`config.mk`:
```
export PLATFORM = sky130hd
export DESIGN_NAME = cic_interpolator
export DESIGN_NICKNAME = d
export VERILOG_FILES = /design/src/rtl/cic_interpolator.sv
export SDC_FILE = /design/constraint.sdc
export NUM_CORES = 1
export LEC_CHECK = 0
export CELL_PAD_IN_SITES_DETAIL_PLACEMENT = 1
export CELL_PAD_IN_SITES_GLOBAL_PLACEMENT = 2
export CORE_MARGIN = 2
export CORE_UTILIZATION = 42
export DETAILED_ROUTE_END_ITERATION = 8
export PLACE_DENSITY = 0.87
export SLEW_MARGIN = 20
export SYNTH_ARGS = -nofsm -noshare
export SYNTH_HDL_FRONTEND = slang
export SYNTH_SLANG_ARGS = --single-unit
```
`constraint.sdc`:
```
create_clock -name clk -period 22.9 [get_ports clk]
set_clock_uncertainty 0.1 [all_clocks]
set_input_delay 2.29 -clock clk [delete_from_list [all_inputs] [get_ports clk]]
set_output_delay 2.29 -clock clk [all_outputs]
set_load 0.05 [all_outputs]
```
`src/rtl/cic_interpolator.sv`:
```
`timescale 1ns/1ps
// cic_interpolator
// Transmit-side CIC interpolator: comb -> zero-stuff upsampler -> integrator.
// Low-rate samples enter through a one-deep holding register on an en/din
// strobe and come out RATE times faster on valid/dout. The output cadence is
// set by an internal clock-enable divider running on the system clock.
module cic_interpolator #(
    parameter int NIN          = 16,
    parameter int NOUT         = 16,
    parameter int NMAX         = 40,
    parameter int ORDER        = 3,
    parameter int RATE         = 8,
    parameter int SYS_CLK_FREQ = 6_400_000,
    parameter int OUT_RATE     = 6_400
) (
    input  logic                   clk,
    input  logic                   rst,
    input  logic                   en,
    input  logic signed [NIN-1:0]  din,
    output logic                   ready,
    output logic                   valid,
    output logic signed [NOUT-1:0] dout,
    output logic                   underrun,
    output logic                   overrun
);

    localparam int CLKS_PER_OUT = SYS_CLK_FREQ / OUT_RATE;
    localparam int CNT_W        = (CLKS_PER_OUT > 1) ? $clog2(CLKS_PER_OUT) : 1;
    localparam int PH_W         = (RATE > 1) ? $clog2(RATE) : 1;
    localparam int GAIN_SHIFT   = (ORDER - 1) * PH_W;

    // Output-rate divider and interpolation phase
    logic [CNT_W-1:0] cnt_q, cnt_d;
    logic [PH_W-1:0]  phase_q, phase_d;
    logic             tick;
    logic             tick0;

    // Input holding register and sticky status flags
    logic signed [NIN-1:0] hold_q, hold_d;
    logic                  full_q, full_d;
    logic                  underrun_q, underrun_d;
    logic                  overrun_q, overrun_d;
    logic signed [NIN-1:0] combIn;

    // Comb delays, combinational comb taps and the upsampled comb output
    logic signed [NMAX-1:0] combZ_q [ORDER];
    logic signed [NMAX-1:0] combTap [ORDER];
    logic signed [NMAX-1:0] combOut;
    logic signed [NMAX-1:0] upSample;

    // Pipelined integrator chain and registered output
    logic signed [NMAX-1:0] integ_q [ORDER];
    logic signed [NMAX-1:0] integ_d [ORDER];
    logic signed [NOUT-1:0] dout_q, dout_d;
    logic                   valid_q;

    // Divider wraps at CLKS_PER_OUT-1; each tick steps the phase, and phase 0 pulls a new input
    always_comb begin
        tick    = (cnt_q == CNT_W'(CLKS_PER_OUT - 1));
        cnt_d   = tick ? '0 : cnt_q + CNT_W'(1);
        tick0   = tick && (phase_q == '0);
        phase_d = phase_q;
        if (tick) begin
            phase_d = (phase_q == PH_W'(RATE - 1)) ? '0 : phase_q + PH_W'(1);
        end
    end

    // Holding register: choose what feeds the comb on a phase-0 tick and track full/overrun/underrun
    always_comb begin
        hold_d     = hold_q;
        full_d     = full_q;
        underrun_d = underrun_q;
        overrun_d  = overrun_q;
        combIn     = '0;
        if (tick0) begin
            if (full_q) begin
                // Stored sample leaves; a coincident strobe refills the register at once
                combIn = hold_q;
                if (en) begin
                    hold_d = din;
                    full_d = 1'b1;
                end else begin
                    full_d = 1'b0;
                end
            end else if (en) begin
                // Empty register and a coincident strobe: the new sample goes straight in
                combIn = din;
            end else begin
                underrun_d = 1'b1;
            end
        end else if (en) begin
            if (full_q) begin
                overrun_d = 1'b1;
            end else begin
                hold_d = din;
                full_d = 1'b1;
            end
        end
    end

    // Comb chain: sign-extend the input, then each stage subtracts its own delayed input
    always_comb begin
        logic signed [NMAX-1:0] acc;
        acc = NMAX'(combIn);
        for (int k = 0; k < ORDER; k++) begin
            combTap[k] = acc;
            acc        = acc - combZ_q[k];
        end
        combOut  = acc;
        upSample = tick0 ? combOut : '0;
    end

    // Integrators add the previous stage's old value, so each stage is one tick behind the last
    always_comb begin
        integ_d[0] = integ_q[0] + upSample;
        for (int k = 1; k < ORDER; k++) begin
            integ_d[k] = integ_q[k] + integ_q[k-1];
        end
        dout_d = NOUT'(integ_d[ORDER-1] >>> GAIN_SHIFT);
    end

    // Divider, phase counter, holding register and sticky flags
    always_ff @(posedge clk or posedge rst) begin
        if (rst) begin
            cnt_q      <= '0;
            phase_q    <= '0;
            hold_q     <= '0;
            full_q     <= 1'b0;
            underrun_q <= 1'b0;
            overrun_q  <= 1'b0;
        end else begin
            cnt_q      <= cnt_d;
            phase_q    <= phase_d;
            hold_q     <= hold_d;
            full_q     <= full_d;
            underrun_q <= underrun_d;
            overrun_q  <= overrun_d;
        end
    end

    // Comb delay registers only move when a new low-rate sample enters the chain
    always_ff @(posedge clk or posedge rst) begin
        if (rst) begin
            for (int k = 0; k < ORDER; k++) begin
                combZ_q[k] <= '0;
            end
        end else if (tick0) begin
            for (int k = 0; k < ORDER; k++) begin
                combZ_q[k] <= combTap[k];
            end
        end
    end

    // Integrators run once per output tick; sums wrap modulo 2^NMAX by design
    always_ff @(posedge clk or posedge rst) begin
        if (rst) begin
            for (int k = 0; k < ORDER; k++) begin
                integ_q[k] <= '0;
            end
        end else if (tick) begin
            for (int k = 0; k < ORDER; k++) begin
                integ_q[k] <= integ_d[k];
            end
        end
    end

    // Output register: one-cycle valid after every tick, dout held until the next one
    always_ff @(posedge clk or posedge rst) begin
        if (rst) begin
            valid_q <= 1'b0;
            dout_q  <= '0;
        end else begin
            valid_q <= tick;
            if (tick) begin
                dout_q <= dout_d;
            end
        end
    end

    assign ready    = !full_q;
    assign valid    = valid_q;
    assign dout     = dout_q;
    assign underrun = underrun_q;
    assign overrun  = overrun_q;

endmodule

```
==> results.yml, run 1 <==
clock_tree:
  hold_buffers: 0
  cts_buffers: 17
  clock-sinks: 150
  htreeDepth: 4
  cts_max_path_buffers: 2
  post_cts_buffers: 0
  clk_pin_slew_worst_paths_ns: 0.07
  cts_root_buf: "clkbuf_16"
  clk_latency_ns: 0.44
  cts_tree: "built"
  cts_resized: 0
logic_synthesis:
  synth_fp_nets: 1440
  synth_edf_count: 0
  syn_area_sq_um: 11300
  postSynthCellCount: 1297
  synth_top_cells_by_area: "dfrtp_1, ha_1, nand2_1"
  synth_ff_type: "dfrtp_1"
  yosysTopAreaCell: "dfrtp_1"
  synth_top_area_share_pct: 33.3
  seq_area_frac_synth_pct: 33.3
  ys_warn_count: 0
  async_flop_share_pct: 100
  synth-seq-cells: 150
  avgSynthCellArea_sq_um: 8.70
  ys_types: 75
worst_setup_path:
  worstReg2RegEnd: "integ_q[100]"
  r2r_cells: 36
  reg2reg_slack_ns: 14.36
  r2r-start: "full_q"
  crit_top_cell: "a21oi_1"
  end_kind: "flop"
  slowest_delay_ns: 0.75
  slowest_stage: "clkdlybuf4s50_1"
  worst_ep_arrival_time_ns: 10.16
  critPathMaxFanout: 20
  path_class: "input port to flop"
  crit_required_ns: 23.11
  startpoint_type: "input port"
sta:
  final.period_utilization_pct: 43.5
  period_minus_slack_ns: 9.95
  finalHoldViolCount: 0
  setup_viol: 0
  relSlewSlack_pct: 37.7
  whs_ns: 0.370
  worstMarginPinSlew_ns: 0.935
  rsz0062_at_grt: "no"
  setup_slack_ns: 12.95
  fin_tns_setup_ns: 0
  clock.fmax_mhz: 100
  drv_slew: 0
global_routing:
  antenna_found_initial: 0
  overflow: 0
  grt_usage_pct: 19.0
  grt_max_degree: 82
  grt_pass1_vias: 9302
  grt_pass1_wl_microns: 44600
floorplan:
  core.rowCount: 59
  pin_count: 39
  die_w_microns: 168
  dieArea_sq_um: 28200
  die_h_microns: 168
  core_sq_um: 26200
  initial_utilization_pct: 43.0
placed_design:
  place_ws_ns: 12.64
  numPlacedInstances: 1625
  gp_congestion: 0.828
  hpwl_microns: 18800
  portBuffers: 38
hold_path:
  min_from: "integ_q[21]"
  hold_end: "integ_q[21]"
  hold_class: "flop to flop"
  worst_hold_path.num_cells: 1
finish:
  area_growth_pct: 11.0
  final_common_cell: "dfrtp_1"
  fillers: 3070
  final_cells: 1657
  utilization_pct: 47.8
  layout_common_cells: "dfrtp_1, nand2_1, ha_1"
  antenna_cells: 0
  fin_nets: 1452
  post_route_cells_drive_above_1_share_pct: 6.51
route:
  vias: 9023
  drt_first_pass_iters: 4
  avgRoutedWirePerCell_microns: 15.5
  drc_errors: 0
  drtIter0Drc: 318
  viasPerCell: 5.45
  wl_microns: 25700
  antenna_left: 0
outcome:
  status: "completed"
power_and_ir_drop:
  power.density_nw_per_um2: 47.1
  p_leak_uw: 0.00618
  vdd_ir_drop_max_v: 0.0000429
flow_run:
  drv_cap: 0
[sequential cells by signal, summed over array words and instances, names as in the netlist]
| name | cells |
|---|---|
| full_q | 1 |
| phase_q | 3 |
| overrun | 1 |
| underrun | 1 |
| cnt_q | 10 |
| integ_q | 66 |
| valid | 1 |
| combZ_q | 51 |
| hold_q | 16 |
[layout make-up]
class                           instances  area, sq um  area share, %
Clock buffer                           18          439           3.51
Clock inverter                         14          204           1.63
Inverter                               89          339           2.71
Multi-Input combinational cell       1008         6950           55.5
Sequential cell                       150         3750           30.0
Tap cell                              335          419           3.35
Timing Repair Buffer                   43          418           3.34
[power breakdown]
group / internal (uW) / switching (uW) / total [uW]
registers: 265 / 0.0472 / 265
clock network: 181 / 134 / 314
logic: 3.13 / 6.88 / 10.0
total: 449 / 141 / 589
[synth_stat cells, types with 9 or more instances]
| master | n |
|---|---|
| nand2_1 | 145 |
| a21oi_1 | 85 |
| o21ai_0 | 107 |
| xor2_1 | 47 |
| xnor2_1 | 42 |
| ha_1 | 118 |
| nor2_1 | 87 |
| buf_4 | 16 |
| and3_1 | 35 |
| mux2_1 | 10 |
| o21ai_1 | 28 |
| mux2_2 | 19 |
| nor3_1 | 30 |
| nor2b_1 | 17 |
| o31ai_1 | 10 |
| nand2b_1 | 14 |
| dfrtp_1 | 150 |
| nand3_1 | 23 |
| inv_1 | 89 |
| clkbuf_1 | 24 |
| a31oi_1 | 9 |
| o21a_1 | 12 |
| a211oi_1 | 9 |
| a21o_1 | 51 |
[logic make-up (layout without fill, tap and decap cells)]
| family | Yosys count | after routing | synth area share (%) |
|---|---|---|---|
| and+or+nand+nor | 398 | 398 | 17.2 |
| AOI/OAI and AO/OA | 367 | 367 | 20.3 |
| DFF | 150 | 150 | 33.3 |
| buffers and inverters | 139 | 164 | 5.21 |
| adders and majority gates | 124 | 124 | 14.2 |
| xor gates and xnor gates | 89 | 89 | 6.91 |
| muxes | 30 | 30 | 2.98 |
[worst max-delay path by stage]
| stage | start | endpoint | slack (ns) | cells past startpoint |
|---|---|---|---|---|
| detailed placement | en | integ_q[100] | 12.64 | 36 |
| floorplan | en | integ_q[100] | 14.14 | 36 |
| global placement | en | integ_q[100] | 12.84 | 36 |
| global route | en | integ_q[100] | 12.38 | 36 |
| finish | en | integ_q[100] | 12.95 | 36 |
| CTS | en | integ_q[100] | 12.97 | 36 |
[per-layer routing]
metal	up-vias	global-route usage [%]	routed length (microns)
met5	-	0	0
met4	0	4.12	221
met3	16	3.03	526
met2	50	32.2	12300
met1	4387	25.7	12700
li1	4570	-	-
[critical path, delay by kind of cell]
kind | cells | cell delay [ns]
buffers and inverters | 2 | 0.82
and+or+nand+nor | 9 | 1.43
xor gates and xnor gates | 4 | 0.62
adders and majority gates | 4 | 1.55
AOI/OAI and AO/OA | 17 | 3.44
[stage by stage]
step           cell area [sq um]  total power (uW)
4_1_cts                    12500               600
3_5_place_dp               11900               281
6_report                   12500               589
5_1_grt                    12500               608
3_3_place_gp               11900               280
2_1_floorplan              11300               275
Power figures use the tool's default switching activity.
==> run 2: changes to the inputs <==
--- a/config.mk
+++ b/config.mk
@@ -8,9 +8,9 @@
 export CELL_PAD_IN_SITES_DETAIL_PLACEMENT = 1
 export CELL_PAD_IN_SITES_GLOBAL_PLACEMENT = 2
 export CORE_MARGIN = 2
-export CORE_UTILIZATION = 42
+export CORE_UTILIZATION = 39
 export DETAILED_ROUTE_END_ITERATION = 8
-export PLACE_DENSITY = 0.87
+export PLACE_DENSITY = 0.82
 export SLEW_MARGIN = 20
 export SYNTH_ARGS = -nofsm -noshare
 export SYNTH_HDL_FRONTEND = slang
==> constraint.sdc (replaced) <==
create_clock -name clk -period 9.9 [get_ports clk]
set_clock_uncertainty 0.1 [all_clocks]
set_input_delay 0.99 -clock clk [delete_from_list [all_inputs] [get_ports clk]]
set_output_delay 0.99 -clock clk [all_outputs]
set_load 0.05 [all_outputs]
==> results.yml, run 2 (synthesis gave the netlist of run 1 again) <==
power_and_ir_drop:
  internal_power_uw: 981
  switching_power_uw: 281
  seqPwrFrac_pct: 48.6
  pwr-share-comb_pct: 1.9
  vdd_ir_drop_max_v: 0.000115
  total_power_uw: 1260
  pwr-share-clk_pct: 49.5
  p_leak_uw: 0.00614
  power.density_nw_per_um2: 101
  switching_share_pct: 22.2
finish:
  largest_register: "integ_q"
  fillers: 3345
  post_route_cells_drive_above_1_share_pct: 6.29
  final_common_cell: "dfrtp_1"
  area_growth_pct: 10.7
  layout_common_cells: "dfrtp_1, nand2_1, ha_1"
  reg_top3: "integ_q (66), combZ_q (51), hold_q (16)"
  largest_register_ffs: 66
  fin_nets: 1452
  antenna_cells: 0
worst_setup_path:
  slowest_stage: "dfrtp_1"
  end_kind: "flop"
  slowest_delay_ns: 0.77
  critPathMaxFanout: 20
  crit_buf_inv: 2
  path_class: "flop to flop"
  critPathTopFamily: "compound AO/OA/AOI/OAI gates"
  crit_top_cell: "a21oi_1"
  crit_required_ns: 10.10
  worst_ep_arrival_time_ns: 8.66
  cp-startpoint: "full_q"
  r2r-start: "full_q"
  startpoint_type: "flop"
global_routing:
  antenna_found_initial: 0
  grt_max_degree: 77
  grt_pass1_vias: 9254
  grt_usage_pct: 17.8
  overflow: 0
  grt_pass1_wl_microns: 44800
floorplan:
  dieArea_sq_um: 30300
  core_sq_um: 28600
  die_w_microns: 174
  pin_count: 39
  die_h_microns: 174
  core.rowCount: 62
  initial_utilization_pct: 39.4
clock_tree:
  cts_resized: 0
  clock-sinks: 150
  cts_tree: "built"
  clk_pin_slew_worst_paths_ns: 0.06
  cts_max_path_buffers: 2
  clk_latency_ns: 0.44
  cts_buffers: 17
  post_cts_buffers: 0
  htreeDepth: 4
  hold_buffers: 0
  cts_root_buf: "clkbuf_16"
sta:
  period_minus_slack_ns: 8.46
  finalHoldViolCount: 0
  drv_slew: 0
  worstMarginPinSlew_ns: 0.745
  clock.fmax_mhz: 118
  setup_viol: 0
  fin_tns_setup_ns: 0
  final.period_utilization_pct: 85.5
  relSlewSlack_pct: 50.3
  rsz0062_at_grt: "no"
outcome:
  status: "completed"
route:
  drc_errors: 0
  drtIter0Drc: 385
  wl_microns: 25400
  antenna_left: 0
  vias: 8991
  avgRoutedWirePerCell_microns: 14.9
  viasPerCell: 5.28
  drt_first_pass_iters: 4
hold_path:
  hold_class: "flop to flop"
  min_from: "integ_q[21]"
placed_design:
  gp_congestion: 0.794
  portBuffers: 38
  hpwl_microns: 18800
flow_run:
  drv_cap: 0
-- run 2: power groups by stage --
stage / sequential (uW) / clock, uW / combinational (uW)
2_1_floorplan: 625 / 0 / 10.1
3_3_place_gp: 625 / 0 / 24.5
3_5_place_dp: 625 / 0 / 25.1
4_1_cts: 613 / 650 / 25.2
5_1_grt: 613 / 672 / 27.5
6_report: 613 / 625 / 23.9
-- run 2: per-stage QoR --
stage	util [%]	hold WS, ns	setup slack (ns)	cells	area [sq um]
3_5_place_dp	41.7	0.366	1.09	1674	11900
3_3_place_gp	41.7	0.353	1.31	1674	11900
6_report	43.6	0.372	1.44	1704	12500
2_1_floorplan	-	0.346	2.43	1297	11300
4_1_cts	43.6	0.380	1.38	1704	12500
5_1_grt	43.6	0.393	0.598	1704	12500
-- run 2: per-layer routing --
layer	track usage [%]	share of wire, %
met1	24.2	50
met2	29.5	47
met3	3.06	2.1
met4	4.34	1.1
met5	0	0
-- run 2: cell type report --
type / instances / area [sq um] / share of cell area (%)
inverters: 89 / 339 / 2.71
well taps: 384 / 480 / 3.85
flip-flops and latches: 150 / 3750 / 30.0
repair buffers: 43 / 422 / 3.38
multi-input cells: 1008 / 6950 / 55.6
clock inverters: 9 / 78.8 / 0.631
clock buffers: 21 / 470 / 3.77
-- run 2: final timing paths --
kind / to / cells after the start / slack [ns]
worst min register to register: integ_q[21] / 1 / 0.37
max in group asynchronous: combZ_q[52] / 3 / 7.53
worst max-delay path: integ_q[100] / 36 / 1.44
min in group asynchronous: integ_q[2] / 2 / 0.94
worst min-delay path: integ_q[21] / 1 / 0.37
worst max register to register: integ_q[100] / 36 / 1.44
==> run 3: changes to the inputs <==
--- a/config.mk
+++ b/config.mk
@@ -5,6 +5,7 @@
 export SDC_FILE = /design/constraint.sdc
 export NUM_CORES = 1
 export LEC_CHECK = 0
+export CAP_MARGIN = 20
 export CELL_PAD_IN_SITES_DETAIL_PLACEMENT = 1
 export CELL_PAD_IN_SITES_GLOBAL_PLACEMENT = 2
 export CORE_MARGIN = 2
==> results of run 3 <==
Same layout as run 2: the final DEF is identical, and so are final timing and power.
